[src/rtl/uart_tx_frame_gen.sv]
// +----------------------------------------------------------------------------+
// | Module     : uart_tx_frame_gen                                             |
// | Description: Parametrised UART transmitter. Configurable data width,       |
// |              parity mode and stop-bit count; per-frame baud divisor        |
// |              latched at start. Optional input FIFO when the macro          |
// |              UART_TX_FIFO_EN is defined (direct ready/valid otherwise).    |
// | Revision   : 1.0 - initial release                                         |
// +----------------------------------------------------------------------------+
`default_nettype none

module uart_tx_frame_gen #(
  parameter int DATA_BITS = 8,
  parameter int PARITY    = 0,
  parameter int STOP_BITS = 1,
  parameter int DIV_W     = 16,
  parameter int FIFO_AW   = 3
) (
  input  logic                 i_Clock,
  input  logic                 i_Rst_n,
  input  logic [DIV_W-1:0]     i_Clks_Per_Bit,
  input  logic                 i_TX_DV,
  input  logic [DATA_BITS-1:0] i_TX_Byte,
  output logic                 o_TX_Ready,
  output logic                 o_TX_Active,
  output logic                 o_TX_Serial,
  output logic                 o_TX_Done
);

  // Parity values other than 1/2 fall back to no parity; any stop count but 2 means 1.
  localparam bit                 c_HAS_PAR    = (PARITY == 1) || (PARITY == 2);
  localparam bit                 c_ODD_PAR    = (PARITY == 1);
  localparam bit                 c_TWO_STOP   = (STOP_BITS == 2);
  localparam int                 c_IDX_W      = $clog2(DATA_BITS);
  localparam logic [c_IDX_W-1:0] c_LAST_BIT   = c_IDX_W'(DATA_BITS - 1);
  localparam logic [DIV_W-1:0]   c_MIN_DIV_M1 = DIV_W'(1);

  typedef enum logic [2:0] {
    S_IDLE   = 3'd0,
    S_START  = 3'd1,
    S_DATA   = 3'd2,
    S_PARITY = 3'd3,
    S_STOP   = 3'd4
  } state_t;

  state_t                r_state;
  state_t                w_state_nxt;
  logic [DIV_W-1:0]      r_clk_cnt;
  logic [DIV_W-1:0]      w_cnt_nxt;
  logic [DIV_W-1:0]      r_div_m1;
  logic [DIV_W-1:0]      w_div_m1;
  logic [c_IDX_W-1:0]    r_bit_idx;
  logic [c_IDX_W-1:0]    w_bit_nxt;
  logic                  r_stop_idx;
  logic                  w_stop_nxt;
  logic [DATA_BITS-1:0]  r_shift;
  logic [DATA_BITS-1:0]  w_shift_nxt;
  logic                  r_parity;
  logic                  r_serial;
  logic                  w_serial_nxt;
  logic                  r_active;
  logic                  r_done;
  logic                  w_done_nxt;
  logic                  w_load;
  logic [DATA_BITS-1:0]  w_load_byte;
  logic                  w_load_par;
  logic                  w_bit_end;
  logic                  w_last_stop;

`ifdef UART_TX_FIFO_EN
  localparam int c_DEPTH = 2 ** FIFO_AW;

  logic [DATA_BITS-1:0] r_mem [c_DEPTH];
  logic [FIFO_AW-1:0]   r_wr_ptr;
  logic [FIFO_AW-1:0]   r_rd_ptr;
  logic [FIFO_AW:0]     r_count;
  logic                 w_push;
  logic                 w_pop;
  logic                 w_full;

  assign w_full      = (r_count == (FIFO_AW + 1)'(c_DEPTH));
  assign o_TX_Ready  = !w_full;
  assign w_push      = i_TX_DV && !w_full;
  assign w_pop       = (r_state == S_IDLE) && (r_count != '0);
  assign w_load      = w_pop;
  assign w_load_byte = r_mem[r_rd_ptr];

  // FIFO storage: written on every accepted byte, no reset needed on the data.
  always_ff @(posedge i_Clock) begin
    if (w_push) r_mem[r_wr_ptr] <= i_TX_Byte;
  end

  // FIFO pointers and occupancy; simultaneous push and pop leave the count unchanged.
  always_ff @(posedge i_Clock or negedge i_Rst_n) begin
    if (!i_Rst_n) begin
      r_wr_ptr <= '0;
      r_rd_ptr <= '0;
      r_count  <= '0;
    end else begin
      if (w_push) r_wr_ptr <= r_wr_ptr + 1'b1;
      if (w_pop)  r_rd_ptr <= r_rd_ptr + 1'b1;
      case ({w_push, w_pop})
        2'b10:   r_count <= r_count + 1'b1;
        2'b01:   r_count <= r_count - 1'b1;
        default: r_count <= r_count;
      endcase
    end
  end
`else
  assign o_TX_Ready  = (r_state == S_IDLE);
  assign w_load      = i_TX_DV && (r_state == S_IDLE);
  assign w_load_byte = i_TX_Byte;
`endif

  // Divisors 0 and 1 are clamped to 2; the bit counter compares against D-1.
  assign w_div_m1    = (i_Clks_Per_Bit < DIV_W'(2)) ? c_MIN_DIV_M1 : i_Clks_Per_Bit - 1'b1;
  assign w_load_par  = c_ODD_PAR ? ~^w_load_byte : ^w_load_byte;
  assign w_bit_end   = (r_clk_cnt == r_div_m1);
  assign w_last_stop = !c_TWO_STOP || r_stop_idx;

  // Next-state, counters and the value the serial line will carry next cycle.
  always_comb begin
    w_state_nxt  = r_state;
    w_cnt_nxt    = r_clk_cnt;
    w_bit_nxt    = r_bit_idx;
    w_stop_nxt   = r_stop_idx;
    w_shift_nxt  = r_shift;
    w_done_nxt   = 1'b0;
    w_serial_nxt = 1'b1;
    case (r_state)
      S_IDLE: begin
        if (w_load) begin
          w_state_nxt = S_START;
          w_cnt_nxt   = '0;
          w_bit_nxt   = '0;
          w_stop_nxt  = 1'b0;
        end
      end
      S_START: begin
        if (w_bit_end) begin
          w_cnt_nxt   = '0;
          w_state_nxt = S_DATA;
        end else begin
          w_cnt_nxt = r_clk_cnt + 1'b1;
        end
      end
      S_DATA: begin
        if (w_bit_end) begin
          w_cnt_nxt   = '0;
          w_shift_nxt = r_shift >> 1;
          if (r_bit_idx == c_LAST_BIT) begin
            w_state_nxt = c_HAS_PAR ? S_PARITY : S_STOP;
          end else begin
            w_bit_nxt = r_bit_idx + 1'b1;
          end
        end else begin
          w_cnt_nxt = r_clk_cnt + 1'b1;
        end
      end
      S_PARITY: begin
        if (w_bit_end) begin
          w_cnt_nxt   = '0;
          w_state_nxt = S_STOP;
        end else begin
          w_cnt_nxt = r_clk_cnt + 1'b1;
        end
      end
      S_STOP: begin
        if (w_bit_end) begin
          w_cnt_nxt = '0;
          if (w_last_stop) begin
            w_state_nxt = S_IDLE;
            w_done_nxt  = 1'b1;
          end else begin
            w_stop_nxt = 1'b1;
          end
        end else begin
          w_cnt_nxt = r_clk_cnt + 1'b1;
        end
      end
      default: w_state_nxt = S_IDLE;
    endcase
    case (w_state_nxt)
      S_START:  w_serial_nxt = 1'b0;
      S_DATA:   w_serial_nxt = w_shift_nxt[0];
      S_PARITY: w_serial_nxt = r_parity;
      default:  w_serial_nxt = 1'b1;
    endcase
  end

  // State register plus registered line/status outputs; reset aborts any frame.
  always_ff @(posedge i_Clock or negedge i_Rst_n) begin
    if (!i_Rst_n) begin
      r_state    <= S_IDLE;
      r_clk_cnt  <= '0;
      r_bit_idx  <= '0;
      r_stop_idx <= 1'b0;
      r_shift    <= '0;
      r_parity   <= 1'b0;
      r_div_m1   <= '0;
      r_serial   <= 1'b1;
      r_active   <= 1'b0;
      r_done     <= 1'b0;
    end else begin
      r_state    <= w_state_nxt;
      r_clk_cnt  <= w_cnt_nxt;
      r_bit_idx  <= w_bit_nxt;
      r_stop_idx <= w_stop_nxt;
      r_serial   <= w_serial_nxt;
      r_active   <= (w_state_nxt != S_IDLE);
      r_done     <= w_done_nxt;
      if (w_load) begin
        r_shift  <= w_load_byte;
        r_parity <= w_load_par;
        r_div_m1 <= w_div_m1;
      end else begin
        r_shift  <= w_shift_nxt;
      end
    end
  end

  assign o_TX_Serial = r_serial;
  assign o_TX_Active = r_active;
  assign o_TX_Done   = r_done;

endmodule

`default_nettype wire

[config.mk]
export PLATFORM = sky130hd
export DESIGN_NAME = uart_tx_frame_gen
export DESIGN_NICKNAME = d
export VERILOG_FILES = /design/src/rtl/uart_tx_frame_gen.sv
export SDC_FILE = /design/constraint.sdc
export NUM_CORES = 1
export LEC_CHECK = 0
export ABC_AREA = 1
export CORE_ASPECT_RATIO = 1.2
export CORE_UTILIZATION = 50
export CTS_BUF_LIST = sky130_fd_sc_hd__clkbuf_8
export DETAILED_ROUTE_END_ITERATION = 12
export GPL_TIMING_DRIVEN = 0
export HOLD_SLACK_MARGIN = 0.03
export PLACE_DENSITY = 0.82
export SKIP_CTS_REPAIR_TIMING = 1
export SLEW_MARGIN = 20
export SYNTH_ARGS = -nofsm -noshare
export SYNTH_HDL_FRONTEND = slang
export SYNTH_SLANG_ARGS = --single-unit
[constraint.sdc]
create_clock -name i_Clock -period 2.3 [get_ports i_Clock]
set_input_delay 0.46 -clock i_Clock [delete_from_list [all_inputs] [get_ports i_Clock]]
set_output_delay 0.46 -clock i_Clock [all_outputs]
set_load 0.01 [all_outputs]
==> results by group, run 1 <==
Status
  • Status: completed

Worst setup path
  • Crit. End Element: output pin
  • Startpoint types: register
  • Reg2Reg Depth: 8
  • Worst setup path end: o_TX_Ready
  • RR Endpoint: r_clk_cnt[14]$_DFFE_PN0P_
  • R2R setup slack: 420 ps
  • CP Data Required Time: approximately 1800 ps
  • Critical Path Start: r_state[1]$_DFF_PN0_
  • Max Fanout on Critical Path: 5
  • Crit Path Category: reg2out
  • R2R Path Start: r_clk_cnt[0]$_DFFE_PN0P_
  • Crit path arrival time: about 1700 ps

Finish
  • # diodes: 0
  • Fin nets: 478
  • Layout cell share with drive strength beyond 1: 0.112
  • Final Util: 0.619
  • Layout area overhead: 16.6%

Pwr
  • P_sw: 0.00131 W
  • Clock power share: 0.164
  • Internal: roughly 0.002 W
  • Flop pwr share: 0.443
  • Leakage power: between 1.5 and 2 nW
  • Power per standard cell area: between 900 and 1000 nW/um2
  • Switching part of the total: 0.400
  • Gate power share: 0.393
  • Worst vdd ir: 0.000472 V

Yosys
  • Synthesized flop and latch total: 50
  • Post-Synthesis Mean Instance Area: between 7 and 8 um2
  • Ys Warns: 0
  • Post-Syn Nets: between 400 and 500
  • Synth cell types: 34
  • Asr flop ratio synth: 1.00
  • Post-Syn Instances: ~410
  • Synth area leader: dfrtp_1
  • Post-Syn Area: 3070 um2
  • Sequential element share of the synthesized area: 0.408
  • Area contributors post-synth: dfrtp_1 40%, nand2_1 14%, nand3_1 5.7%
  • Ys flop type: dfrtp_1
  • Post-synth EDFFs: 0
  • Area fraction of the dominant cell type after synthesis: 0.400
  • Most numerous cell in the Yosys netlist: nand2_1
  • Top cells by count, synth: 115 x nand2_1, 49 x dfrtp_1, 41 x nor2_1, 36 x inv_1, 35 x nand3_1

Global route
  • Total Routing Usage GR: 0.231
  • Number of global-route vias before repair: ~2700
  • Initial antenna violation count: 0
  • Largest net degree at the start of global routing: 32
  • Total grt overflow: 0
  • First-pass GRT wire length: between 10000 and 15000 um

Routing
  • DRT iter0 DRCs: 131
  • Pre-Repair DR Iteration Count: 4
  • Vias: 2795
  • Routed WL: between 6000 and 7000 um
  • Via density: between 5 and 6
  • Final ANT Viol Nets: 0
  • Drt wl/cell: roughly 13 um
  • M1 wire length: approximately 3000 um
  • WL met2: 3280 um
  • DRC Markers: 0
  • Highest Signal Layer: met4
  • Met3 wire len: between 200 and 250 um

CTS
  • Worst-Skew Late Latency: 300 ps
  • Longest Clk Path Bufs: 2
  • Clk pin slew, worst setup/hold paths: 90 ps
  • Sink Count: 50
  • Htree depth: 2
  • CTS tree: done
  • Root Buffer: clkbuf_8
  • Number of CTS-inserted buffers: 5

Timing
  • Crit path time final: between 2000 and 2500 ps
  • Final setup viols: 0
  • Hold Fails Final Rpt: 0
  • Hold_ws: between 100 and 150 ps
  • Final setup TNS: 0 ps
  • Max Clock Freq: between 400 and 500 MHz
  • Relative slew slack: 0.673
  • Final Cycle Share: 0.919
  • Max Clock Skew: 8.10 ps
  • Max Slew Vio Count: 0
  • RSZ-0062 raised after global routing: false
  • Actual slew at the worst max-slew pin: 490 ps

Floorplan
  • Die area: about 6500 um2
  • Die Y: about 88 um
  • Die width: 73.5 um
  • Core area: approximately 5800 um2
  • Core Rows: 30
  • Boundary pin count: 31
  • Starting Density: 0.531

Job
  • # Max-Cap Violations: 0

Place
  • RePlAce Congestion: about 0.89
  • # port buffers: 30
  • Hpwl dp: around 5300 um

Worst hold path
  • Hold Crit Class: in2async
## sequential cells by signal, indices dropped and copies added, names as in the netlist
register / flops
r_clk_cnt: 16
o_TX_Serial: 1
r_parity: 1
o_TX_Done: 1
r_state: 3
r_bit_idx: 3
r_shift: 8
r_div_m1: 16
o_TX_Active: 1
## per-stage QoR
stage	area (um2)	setup WS (ps)	cells	total power, W
floorplan	3070	711	409	0.00237
global placement	3470	-656	519	0.00268
detailed placement	3480	65.3	520	0.00273
CTS	3580	182	528	0.00327
global route	3580	116	528	0.00353
finish	3580	187	528	0.00327
## critical path: stages (launching register included)
cell and delay [ps]:
dfrtp_1 450, nor2_1 160, inv_1 80, nor2_2 110, clkdlybuf4s50_1 550
## power by group through the flow
stage / combinational [W] / sequential, W / clock (W)
floorplan: 0.000975 / 0.00140 / 0
CTS: 0.00128 / 0.00144 / 0.000545
detailed placement: 0.00127 / 0.00146 / 0
finish: 0.00128 / 0.00145 / 0.000536
global placement: 0.00123 / 0.00145 / 0
global route: 0.00146 / 0.00149 / 0.000578
## cells in the final DEF, fill, tap and decap left out, drive strengths merged, types with 3 or more instances in the layout
master	count
nand2	120
nor3b	3
nor2	45
nand4	12
nor3	11
inv	53
o22ai	16
nand3	35
o21ai	16
a21oi	6
ha	4
buf	7
dfrtp	49
clkbuf	6
xnor2	11
clkdlybuf4s50	29
xor2	14
## how the worst min path moves through the flow
stage | slack, ps | depth (start not counted) | end | startpoint
2_1_floorplan | 160 | 0 | o_TX_Active$_DFF_PN0_ | i_Rst_n
3_3_place_gp | 460 | 2 | r_shift[7]$_DFFE_PN0P_ | r_shift[7]$_DFFE_PN0P_
3_5_place_dp | 450 | 1 | r_div_m1[12]$_DFFE_PN0P_ | i_Rst_n
4_1_cts | 120 | 1 | r_clk_cnt[3]$_DFFE_PN0P_ | i_Rst_n
5_1_grt | 130 | 1 | r_clk_cnt[12]$_DFFE_PN0P_ | i_Rst_n
6_report | 100 | 1 | r_clk_cnt[13]$_DFFE_PN0P_ | i_Rst_n
## layer usage
metal	up-vias	global-route usage
li1	1412	-
met1	1285	0.286
met2	80	0.394
met3	18	0.0357
met4	0	0.110
met5	-	0
## area by class of cell
class | instances | area [um2]
flip-flops and latches | 50 | 1250
multi-input cells | 300 | 1580
plain buffers | 5 | 37.5
repair buffers | 31 | 315
well taps | 80 | 100
inverters | 54 | 203
fillers | 502 | 2200
clock inverters | 2 | 12.5
clock buffers | 6 | 82.6
## kinds of logic (layout without fill, tap and decap cells)
group           count (synthesis)  after routing  synth area share
compound gates                 40             40            0.0832
xor+xnor                       25             25            0.0713
fa+ha+maj                       4              4            0.0163
buf+inv                        59             98            0.0783
flops                          50             50             0.408
simple gates                  231            231             0.343
No activity file was read; power rests on OpenSTA's default activity.
==> inputs of run 2 (changes only) <==
--- a/config.mk
+++ b/config.mk
@@ -13,6 +13,7 @@
 export GPL_TIMING_DRIVEN = 0
 export HOLD_SLACK_MARGIN = 0.03
 export PLACE_DENSITY = 0.82
+export REMOVE_ABC_BUFFERS = 1
 export SKIP_CTS_REPAIR_TIMING = 1
 export SLEW_MARGIN = 20
 export SYNTH_ARGS = -nofsm -noshare
==> results by group, run 2 (synthesized netlist as in run 1, its figures left out) <==
CTS
  • CTS tree: done
  • Number of CTS-inserted buffers: 5
  • Root Buffer: clkbuf_8
  • Clk pin slew, worst setup/hold paths: roughly 90 ps
  • Worst-Skew Late Latency: between 300 and 400 ps
  • Htree depth: 2
  • Sink Count: 50
  • Longest Clk Path Bufs: 2

Finish
  • Finished Cell Area: 3570 um2
  • Largest regs: r_clk_cnt x16, r_div_m1 x16, r_shift x8
  • Layout area overhead: 16.4%
  • Final-layout fill cell count: approximately 520
  • Final Util: 0.618
  • Most common cell after layout, fill and taps aside: nand2_1
  • Fin nets: between 400 and 500
  • Layout cell share with drive strength beyond 1: 0.104
  • Most frequent cells in the layout: 115 x nand2_1, 49 x dfrtp_1, 41 x nor2_1, 36 x inv_1, 35 x nand3_1
  • # diodes: 0

Routing
  • Via density: around 5.2
  • Drt wl/cell: ~13 um
  • Pre-Repair DR Iteration Count: 5
  • Routed WL: between 6000 and 7000 um
  • Vias: between 2000 and 3000
  • DRC Markers: 0
  • DRT iter0 DRCs: roughly 150
  • Final ANT Viol Nets: 0

Place
  • # port buffers: 30
  • Post-DP Area: roughly 3400 um2
  • RePlAce Congestion: 0.909
  • Hpwl dp: ~5000 um

Pwr
  • Clock power share: 0.192
  • Power per standard cell area: between 900 and 1000 nW/um2
  • Flop pwr share: 0.433
  • Internal: 0.00203 W
  • Switching part of the total: 0.395
  • Gate power share: 0.376
  • P_sw: between 0.001 and 0.0015 W
  • Worst vdd ir: roughly 0.00044 V
  • Leakage power: approximately 1.6 nW

Timing
  • Crit path time final: 2110 ps
  • Final setup viols: 0
  • Final Cycle Share: 0.919
  • Max Slew Vio Count: 0
  • Relative slew slack: 0.622
  • Actual slew at the worst max-slew pin: about 570 ps
  • Max Clock Skew: around 9.3 ps
  • RSZ-0062 raised after global routing: false
  • Hold Fails Final Rpt: 0
  • Max Clock Freq: 473 MHz

Worst setup path
  • Crit Path Category: reg2out
  • Largest stage delay on the critical path: between 500 and 600 ps
  • Startpoint types: register
  • Max Fanout on Critical Path: 5
  • Slowest cell on crit path: clkdlybuf4s50_1
  • CP Data Required Time: approximately 1800 ps
  • Cell Chain, Critical Path: nor2_1 > inv_1 > nor2_2 > clkdlybuf4s50_1
  • Crit path arrival time: approximately 1700 ps
  • Crit. End Element: output pin

Global route
  • Largest net degree at the start of global routing: 28
  • First-pass GRT wire length: about 12000 um
  • Total Routing Usage GR: 0.236
  • Total grt overflow: 0
  • Number of global-route vias before repair: around 2700
  • Initial antenna violation count: 0

Worst hold path
  • Hold Crit Class: in2async

Floorplan
  • Boundary pin count: 31
  • Starting Density: 0.531
  • Die Y: ~88 um
  • Die width: approximately 74 um
  • Core area: around 5800 um2
  • Die area: between 6000 and 7000 um2
  • Core Rows: 30

Status
  • Status: completed

Job
  • # Max-Cap Violations: 0
[run 2: cell types whose count changed in the layout (fill, tap and decap cells not counted), sizes merged]
cell | before | now
buf | 7 | 2
bufinv | 0 | 1
clkbuf | 6 | 5
clkinv | 2 | 3
clkinvlp | 1 | 0
[run 2: worst paths after layout]
path | startpoint | endpoint | slack [ps] | cells past startpoint
worst max-delay path | r_state[1]$_DFF_PN0_ | o_TX_Ready | 190 | 4
worst min-delay path | i_Rst_n | r_div_m1[13]$_DFFE_PN0P_ | 130 | 1
worst max register to register | r_state[1]$_DFF_PN0_ | r_clk_cnt[6]$_DFFE_PN0P_ | 240 | 9
worst min register to register | r_shift[7]$_DFFE_PN0P_ | r_shift[7]$_DFFE_PN0P_ | 490 | 2
max in group asynchronous | i_Rst_n | o_TX_Serial$_DFF_PN1_ | 1560 | 2
min in group i_Clock | r_shift[7]$_DFFE_PN0P_ | r_shift[7]$_DFFE_PN0P_ | 490 | 2
[run 2: layout make-up]
type	instances	area, um2	area share
multi-input cells	300	1590	0.444
flip-flops and latches	50	1250	0.351
repair buffers	31	315	0.0883
inverters	54	204	0.0571
well taps	80	100	0.0280
clock buffers	5	68.8	0.0193
clock inverters	3	43.8	0.0123
[run 2: power by group through the flow]
stage / Combinational [W] / Sequential (W) / Clock [W]
after floorplan: 0.000957 / 0.00140 / 0
after detailed placement: 0.00126 / 0.00146 / 0
after CTS: 0.00126 / 0.00144 / 0.000650
final: 0.00126 / 0.00145 / 0.000642
after global routing: 0.00146 / 0.00148 / 0.000687
after global placement: 0.00120 / 0.00145 / 0
[run 2: routing by layer]
metal	track usage	vias to the layer above	wire (um)
met4	0.0962	0	188
met3	0.0345	13	179
met2	0.402	47	3290
li1	-	1393	-
met5	0	-	0
met1	0.301	1283	2980
[run 2: critical path: cells and delay by family, from the launching register on]
kind	cells	cell delay (ps)
buffers and inverters	2	630
AND/OR/NAND/NOR	2	280
flip-flops	1	440
[run 2: through the flow]
stage / cells / hold WS, ps / setup TNS [ps] / setup WS (ps) / total power, W
finish: 523 / 128 / 0 / 187 / 0.00335
global route: 523 / 170 / 0 / 1.51 / 0.00363
CTS: 523 / 155 / -73.5 / -49.3 / 0.00335
detailed placement: 515 / 467 / -2150 / -377 / 0.00272
global placement: 514 / 456 / -34000 / -658 / 0.00265
floorplan: 404 / 164 / 0 / 434 / 0.00235
